[config.mk]
export PLATFORM = sky130hd
export DESIGN_NAME = golden_nonce_queue
export DESIGN_NICKNAME = d
export VERILOG_FILES = /design/src/rtl/golden_nonce_queue_pkg.sv /design/src/rtl/golden_fifo_2w1r.sv /design/src/rtl/golden_nonce_queue.sv
export SDC_FILE = /design/constraint.sdc
export NUM_CORES = 1
export LEC_CHECK = 0
export BUFFER_PORTS_ARGS = -buffer_cell sky130_fd_sc_hd__buf_2
export CAP_MARGIN = 20
export CELL_PAD_IN_SITES_DETAIL_PLACEMENT = 0
export CELL_PAD_IN_SITES_GLOBAL_PLACEMENT = 1
export CORE_AREA = 3 3 169 212
export DETAILED_ROUTE_END_ITERATION = 8
export DIE_AREA = 0 0 172 215
export GPL_TIMING_DRIVEN = 0
export PLACE_DENSITY = 0.75
export SYNTH_ARGS = -nofsm -noshare
export SYNTH_HDL_FRONTEND = slang
export SYNTH_SLANG_ARGS = --single-unit
[constraint.sdc]
create_clock -name clk -period 6.1 [get_ports clk]
set_clock_uncertainty 0.15 [all_clocks]
set_input_delay 0.305 -clock clk [delete_from_list [all_inputs] [get_ports clk]]
set_output_delay 0.305 -clock clk [all_outputs]
set_load 0.05 [all_outputs]
[src/rtl/golden_nonce_queue_pkg.sv]
// Shared definitions for golden_nonce_queue: transmit FSM encodings,
// the default pipeline-offset formula and a saturating counter helper.
package golden_nonce_queue_pkg;

    // Transmit handshake states toward serial_transmit.
    typedef enum logic [1:0] {
        ST_IDLE  = 2'd0,
        ST_REQ   = 2'd1,
        ST_DRAIN = 2'd2
    } tx_state_e;

    // Unroll factor of the hasher this queue is normally paired with.
    localparam int unsigned DEFAULT_LOOP_LOG2 = 2;

    // Number of nonce increments between the hasher sampling a nonce and
    // raising its golden strobe: (1 << (7 - LOOP_LOG2)) + 1.
    function automatic logic [31:0] nonce_offset_for(input int unsigned loop_log2);
        return 32'((1 << (7 - loop_log2)) + 1);
    endfunction

    // 32-bit counter increment that sticks at all-ones instead of wrapping.
    function automatic logic [31:0] sat_add32(input logic [31:0] base, input logic [1:0] inc);
        logic [32:0] sum;
        sum = {1'b0, base} + {31'd0, inc};
        return sum[32] ? 32'hFFFF_FFFF : sum[31:0];
    endfunction

endpackage

[src/rtl/golden_fifo_2w1r.sv]
// Nonce storage for golden_nonce_queue: up to two writes and one read per
// cycle. Writes arrive compacted (wr_data0 is always the older entry), the
// head is read combinationally and the occupancy is kept in a register.
// The caller guarantees wr_cnt never exceeds the free slots (counting a
// same-cycle pop as free) and never pops when empty.
module golden_fifo_2w1r #(
    parameter int unsigned DEPTH_LOG2 = 3,
    parameter int unsigned WIDTH      = 32
) (
    input  logic                  clk,
    input  logic                  reset_n,
    input  logic [1:0]            wr_cnt,
    input  logic [WIDTH-1:0]      wr_data0,
    input  logic [WIDTH-1:0]      wr_data1,
    input  logic                  rd_en,
    output logic [WIDTH-1:0]      rd_data,
    output logic [DEPTH_LOG2:0]   level
);

    localparam int unsigned DEPTH = 1 << DEPTH_LOG2;

    typedef logic [DEPTH_LOG2-1:0] ptr_t;
    typedef logic [DEPTH_LOG2:0]   lvl_t;

    logic [WIDTH-1:0] mem_q [DEPTH];
    ptr_t             wr_ptr_q, wr_ptr_d;
    ptr_t             rd_ptr_q, rd_ptr_d;
    ptr_t             wr_ptr_p1;
    lvl_t             level_q, level_d;

    // Pointer and level arithmetic; pointers wrap naturally at DEPTH.
    always_comb begin
        // NOTE: every signal assigned here gets a value on every path first, so no latch is inferred.
        wr_ptr_p1 = wr_ptr_q + ptr_t'(1);
        wr_ptr_d  = wr_ptr_q + ptr_t'(wr_cnt);
        rd_ptr_d  = rd_ptr_q + ptr_t'(rd_en);
        level_d   = level_q + lvl_t'(wr_cnt) - lvl_t'(rd_en);
    end

    // Control registers: pointers and occupancy.
    always_ff @(posedge clk or negedge reset_n) begin
        // NOTE: state is updated with non-blocking assignments so every flop samples pre-edge values.
        if (!reset_n) begin
            wr_ptr_q <= '0;
            rd_ptr_q <= '0;
            level_q  <= '0;
        end else begin
            wr_ptr_q <= wr_ptr_d;
            rd_ptr_q <= rd_ptr_d;
            level_q  <= level_d;
        end
    end

    // Storage write: first entry at the write pointer, second one slot after.
    always_ff @(posedge clk) begin
        // NOTE: the array has no reset; the level register alone decides which entries are valid.
        if (wr_cnt != 2'd0) begin
            mem_q[wr_ptr_q] <= wr_data0;
        end
        if (wr_cnt == 2'd2) begin
            mem_q[wr_ptr_p1] <= wr_data1;
        end
    end

    assign rd_data = mem_q[rd_ptr_q];
    assign level   = level_q;

endmodule

[src/rtl/golden_nonce_queue.sv]
// golden_nonce_queue: collects golden-ticket hits from both hasher lanes,
// removes the hasher pipeline offset from the nonce and queues the results
// for serial_transmit, one word per send/busy handshake.
// Optional build macro GOLDEN_STATS_EN adds saturating hit/drop counters
// on ports hits_total and hits_dropped.
module golden_nonce_queue
    import golden_nonce_queue_pkg::*;
#(
    parameter int unsigned DEPTH_LOG2   = 3,
    parameter logic [31:0] NONCE_OFFSET = nonce_offset_for(DEFAULT_LOOP_LOG2)
) (
    input  logic                clk,
    input  logic                reset_n,
    input  logic                golden_0,
    input  logic [31:0]         nonce_0,
    input  logic                golden_1,
    input  logic [31:0]         nonce_1,
    input  logic                serial_busy,
    output logic                serial_send,
    output logic [31:0]         word,
    output logic                overflow,
    output logic [DEPTH_LOG2:0] fifo_level
`ifdef GOLDEN_STATS_EN
    ,
    output logic [31:0]         hits_total,
    output logic [31:0]         hits_dropped
`endif
);

    localparam int unsigned DEPTH = 1 << DEPTH_LOG2;

    // One bit wider than the level so DEPTH plus a pop fits.
    typedef logic [DEPTH_LOG2+1:0] free_t;

    tx_state_e   state_q, state_d;
    logic [31:0] word_q, word_d;

    logic [31:0] entry_0, entry_1;
    logic [31:0] head;
    logic        pop;
    free_t       free_slots;
    logic        keep_0, keep_1;
    logic [1:0]  wr_cnt;
    logic [31:0] wr_data0, wr_data1;

    golden_fifo_2w1r #(
        .DEPTH_LOG2 (DEPTH_LOG2),
        .WIDTH      (32)
    ) u_fifo (
        .clk      (clk),
        .reset_n  (reset_n),
        .wr_cnt   (wr_cnt),
        .wr_data0 (wr_data0),
        .wr_data1 (wr_data1),
        .rd_en    (pop),
        .rd_data  (head),
        .level    (fifo_level)
    );

    // Capture: offset correction, slot allocation (lane 0 wins) and drop flag.
    always_comb begin
        entry_0    = nonce_0 - NONCE_OFFSET;
        entry_1    = nonce_1 - NONCE_OFFSET;
        // The head is popped on the edge where the link acknowledges it.
        pop        = (state_q == ST_REQ) && serial_busy;
        free_slots = free_t'(DEPTH) - free_t'(fifo_level) + free_t'(pop);
        keep_0     = golden_0 && (free_slots != '0);
        keep_1     = golden_1 && (free_slots > free_t'(keep_0));
        wr_cnt     = {1'b0, keep_0} + {1'b0, keep_1};
        // Compact the writes so the FIFO always sees the older entry first.
        wr_data0   = keep_0 ? entry_0 : entry_1;
        wr_data1   = entry_1;
        overflow   = (golden_0 && !keep_0) || (golden_1 && !keep_1);
    end

    // Transmit FSM state and presented word.
    always_ff @(posedge clk or negedge reset_n) begin
        if (!reset_n) begin
            state_q <= ST_IDLE;
            word_q  <= '0;
        end else begin
            state_q <= state_d;
            word_q  <= word_d;
        end
    end

    // Transmit FSM next state: load in IDLE, request until acked, wait for the link to free.
    always_comb begin
        state_d = state_q;
        word_d  = word_q;
        case (state_q)
            ST_IDLE: begin
                if ((fifo_level != '0) && !serial_busy) begin
                    word_d  = head;
                    state_d = ST_REQ;
                end
            end
            ST_REQ: begin
                if (serial_busy) begin
                    state_d = ST_DRAIN;
                end
            end
            ST_DRAIN: begin
                if (!serial_busy) begin
                    state_d = ST_IDLE;
                end
            end
            default: state_d = ST_IDLE;
        endcase
    end

    // Send is decoded straight from the state register, so reset clears it at once.
    assign serial_send = (state_q == ST_REQ);
    assign word        = word_q;

`ifdef GOLDEN_STATS_EN
    logic [31:0] hits_total_q, hits_total_d;
    logic [31:0] hits_dropped_q, hits_dropped_d;
    logic [1:0]  n_hits, n_dropped;

    // Statistics next values: every strobe counts, drops counted separately.
    always_comb begin
        n_hits         = {1'b0, golden_0} + {1'b0, golden_1};
        n_dropped      = {1'b0, golden_0 && !keep_0} + {1'b0, golden_1 && !keep_1};
        hits_total_d   = sat_add32(hits_total_q, n_hits);
        hits_dropped_d = sat_add32(hits_dropped_q, n_dropped);
    end

    // Statistics registers.
    always_ff @(posedge clk or negedge reset_n) begin
        if (!reset_n) begin
            hits_total_q   <= '0;
            hits_dropped_q <= '0;
        end else begin
            hits_total_q   <= hits_total_d;
            hits_dropped_q <= hits_dropped_d;
        end
    end

    assign hits_total   = hits_total_q;
    assign hits_dropped = hits_dropped_q;
`endif

endmodule

==> results.toml <==
[yosys]
syn-cell-area_sq_um = 15600
nets_in_the_synthesized_netlist = 1203
yosys_most_used_dff = "sky130_fd_sc_hd__edfxtp_1"
synth.top_cell.area_share_pct = 49.27
synth_cell_type_count = 44
synth_enable_flop_cells = 256
synthTopCellsByArea = "sky130_fd_sc_hd__edfxtp_1, sky130_fd_sc_hd__mux2i_1, sky130_fd_sc_hd__mux4_2"
seq_area_frac_synth_pct = 56.33
synth_commonest_cells = "sky130_fd_sc_hd__edfxtp_1, sky130_fd_sc_hd__mux2i_1, sky130_fd_sc_hd__mux4_2, sky130_fd_sc_hd__o21ai_0, sky130_fd_sc_hd__nand2_1"
synthCells = 1114
yosys.area.top_type = "sky130_fd_sc_hd__edfxtp_1"
yosys_register_bits = 300
synth-async-reset-ratio_pct = 14.67
ys.warnings.count = 0
average_cell_area_after_synthesis_sq_um = 14.01
post-synth-top-count-cell = "sky130_fd_sc_hd__edfxtp_1"

[sta]
final.period_utilization_pct = 89.31
finalCriticalPeriod_ps = 5448
setup_viol_count_final = 0
finalMaxSlewViolations = 0
slew_at_the_pin_with_the_worst_max_slew_slack_ps = 1057
fmax_ghz = 0.1836
max-slew-margin-rel_pct = 29.20
hold_viol = 0
grt_setup_unrepaired = "false"

[clocking]
clockRootBuffer = "sky130_fd_sc_hd__clkbuf_16"
post-cts-setup-buffer-count = 0
htreeDepth = 1
clk_transition_reported_paths_ps = 60
cts_tree = "built"
post_cts_resize_count = 0
cts-buffers-inserted = 31
cts-root-to-sink-buffers = 3
clk-insertion-delay-late_ps = 560
cts_sinks = 300

[floorplanning]
initial_core_util_pct = 46.19
design.die.area_sq_um = 36980
core-area_sq_um = 33780
ios = 107
die_width_microns = 172
floorplan.die.height_microns = 215
core.rowCount = 75

[finish]
antenna_cells = 0
final_util_pct = 53.91
share_of_post_route_cells_with_drive_strength_above_1_pct = 20.72
fin_cells = 1721
final_net_count = 1363
areaGrowthSynthToFinish_pct = 16.73

[placed_design]
place_inst = 1657
post-dp-hpwl_microns = 29620
portBuffers = 105
gp_congestion = 0.7922

[routing]
wl_per_cell_microns = 25.50
vias = 10230
vias_per_cell = 5.942
drt_wl_total_microns = 43890
drt_pre_antenna_iters = 5
drt_first_iter_violations = 933
remaining_drc_errors = 0
postRouteAntennaNets = 0

[critical_path]
cp-start-kind = "register"
timing.setup.critical_path_class = "register to register"
critical_path.max_stage_delay_ps = 790
most_used_cell_cp = "sky130_fd_sc_hd__ha_1"
cp_data_arrival_time_ps = 5570
worstSetupEndpointType = "register"
cp_cell_sequence = "nor2b_1, nand2_1, ha_1, inv_1, ha_1, nand2b_1, a21oi_1, nand2_1, and2_1, ha_1, nor2_1, o21a_1, ha_1, nand3b_1, o21ai_0, a21oi_1, clkbuf_1, buf_2, mux2i_1"
worst-endpoint-required_ps = 6220
crit_slowest_cell = "sky130_fd_sc_hd__clkbuf_1"
worst-path-max-fanout = 10

[grt]
grt_first_pass_wirelength_microns = 65320
grt_max_degree = 27
globalRouteOverflowTotal = 0
number_of_global_route_vias_before_repair = 10430
total_routing_usage_gr_pct = 23.86
grt_antenna_before_repair = 2

[worst_hold_path]
hold_path_class = "input port to register"

[outcome]
status = "completed"

[run]
max_cap_viol = 0

[pwr]
power_leakage_nw = 6.802
pwr_density_cell_nw_per_um2 = 505.6
ir_worst_vdd_v = 0.0002185
==> stage by stage <==
step                instance area [sq um]  total power [W]  hold slack (ps)  TNS, ps  setup WS [ps]
floorplan                           15600         0.005879           -140.6   -70230         -517.1
global placement                    16660         0.007033            309.2  -567500          -3160
detailed placement                  17090         0.007294            176.4        0          677.9
CTS                                 18140         0.009231            82.90        0          641.7
global route                        18210         0.009656            146.0        0          216.8
finish                              18210         0.009208            93.68        0          651.9
==> cells in the final DEF (no fill, tap or decap), types with 5 or more instances in the layout <==
cell type and instances:
sky130_fd_sc_hd__edfxtp_1 256, sky130_fd_sc_hd__mux2i_1 249, sky130_fd_sc_hd__buf_2 118, sky130_fd_sc_hd__mux4_2 64, sky130_fd_sc_hd__nand2_1 61, sky130_fd_sc_hd__o21ai_0 59, sky130_fd_sc_hd__clkbuf_1 48, sky130_fd_sc_hd__xnor2_1 47
sky130_fd_sc_hd__dfrtp_1 44, sky130_fd_sc_hd__nor2_1 37, sky130_fd_sc_hd__clkbuf_16 31, sky130_fd_sc_hd__a21oi_1 29, sky130_fd_sc_hd__nor3_1 29, sky130_fd_sc_hd__inv_1 24, sky130_fd_sc_hd__nor4_1 21, sky130_fd_sc_hd__buf_1 19
sky130_fd_sc_hd__ha_1 18, sky130_fd_sc_hd__xor2_1 14, sky130_fd_sc_hd__or4_1 13, sky130_fd_sc_hd__or3_1 11, sky130_fd_sc_hd__a31oi_1 10, sky130_fd_sc_hd__or2_2 9, sky130_fd_sc_hd__buf_8 8, sky130_fd_sc_hd__clkinv_2 7
sky130_fd_sc_hd__buf_16 5, sky130_fd_sc_hd__buf_12 5
==> report_power, final <==
group | leakage, nW | internal [W] | switching (W) | total [W]
Combinational | 3.41 | 0.00149 | 0.00246 | 0.00395
Sequential | 2.88 | 0.00309 | 0.000219 | 0.00331
Clock | 0.512 | 0.00115 | 0.000796 | 0.00194
Total | 6.80 | 0.00573 | 0.00347 | 0.00921
==> critical path, delay by kind of cell, from the launching register on <==
family                     cells  cell delay (ps)
AOI/OAI and AO/OA              4              910
adders and majority gates      4              970
buffers and inverters          3             1390
DFF                            1              390
muxes                          1              140
and+or+nand+nor                7             1170
==> per-layer routing <==
metal / vias to the layer above / routed length, microns / track usage (%) / part of all wire [%]
met5: - / 0 / 0 / 0
met2: 386 / 21380 / 39.26 / 49
met4: 0 / 939 / 5.884 / 2.1
met3: 65 / 3102 / 3.069 / 7.1
met1: 5153 / 18470 / 33.83 / 42
li1: 4623 / - / - / -
==> flip-flops by register name, indices dropped and copies added, names as in the netlist <==
| name | count |
|---|---|
| state_q | 2 |
| u_fifo.level | 4 |
| u_fifo.mem_q | 256 |
| u_fifo.rd_ptr_q | 3 |
| u_fifo.wr_ptr_q | 3 |
| word | 32 |
==> cell families (layout without fill, tap and decap cells) <==
logic type	Yosys count	in the layout	synth area share [%]
fa+ha+maj	20	20	1.700
mux	313	313	25.21
flops	300	300	56.33
compound gates	121	121	4.347
xor+xnor	61	61	3.424
simple gates	201	201	6.528
buf+inv	98	282	2.462
==> layout make-up <==
type	instances	area [sq um]
buffer	73	290.3
clock buffer	42	857.1
clock inverter	15	175.2
fill	2856	15570
inverter	25	93.84
multi-input combinational	716	6553
sequential	300	8788
tap	423	529.3
timing repair buffer	127	925.9
==> timing repair <==
item,in CTS,in global routing
hold endpoints to repair,28,0
setup endpoints to repair,0,0
hold buffers,2,0
==> worst paths after layout <==
path / start / endpoint / slack, ps / depth (start not counted)
setup / recovery: state_q[1] / u_fifo.mem_q[0][27] / 650 / 19
hold / removal: golden_1 / u_fifo.wr_ptr_q[0] / 90 / 4
setup reg to reg: state_q[1] / u_fifo.mem_q[0][27] / 650 / 19
hold reg to reg: word[16] / word[16] / 320 / 2
max in group asynchronous: reset_n / word[11] / 5120 / 3
min in group asynchronous: reset_n / u_fifo.level[0] / 110 / 2
Power figures use the tool's default switching activity.
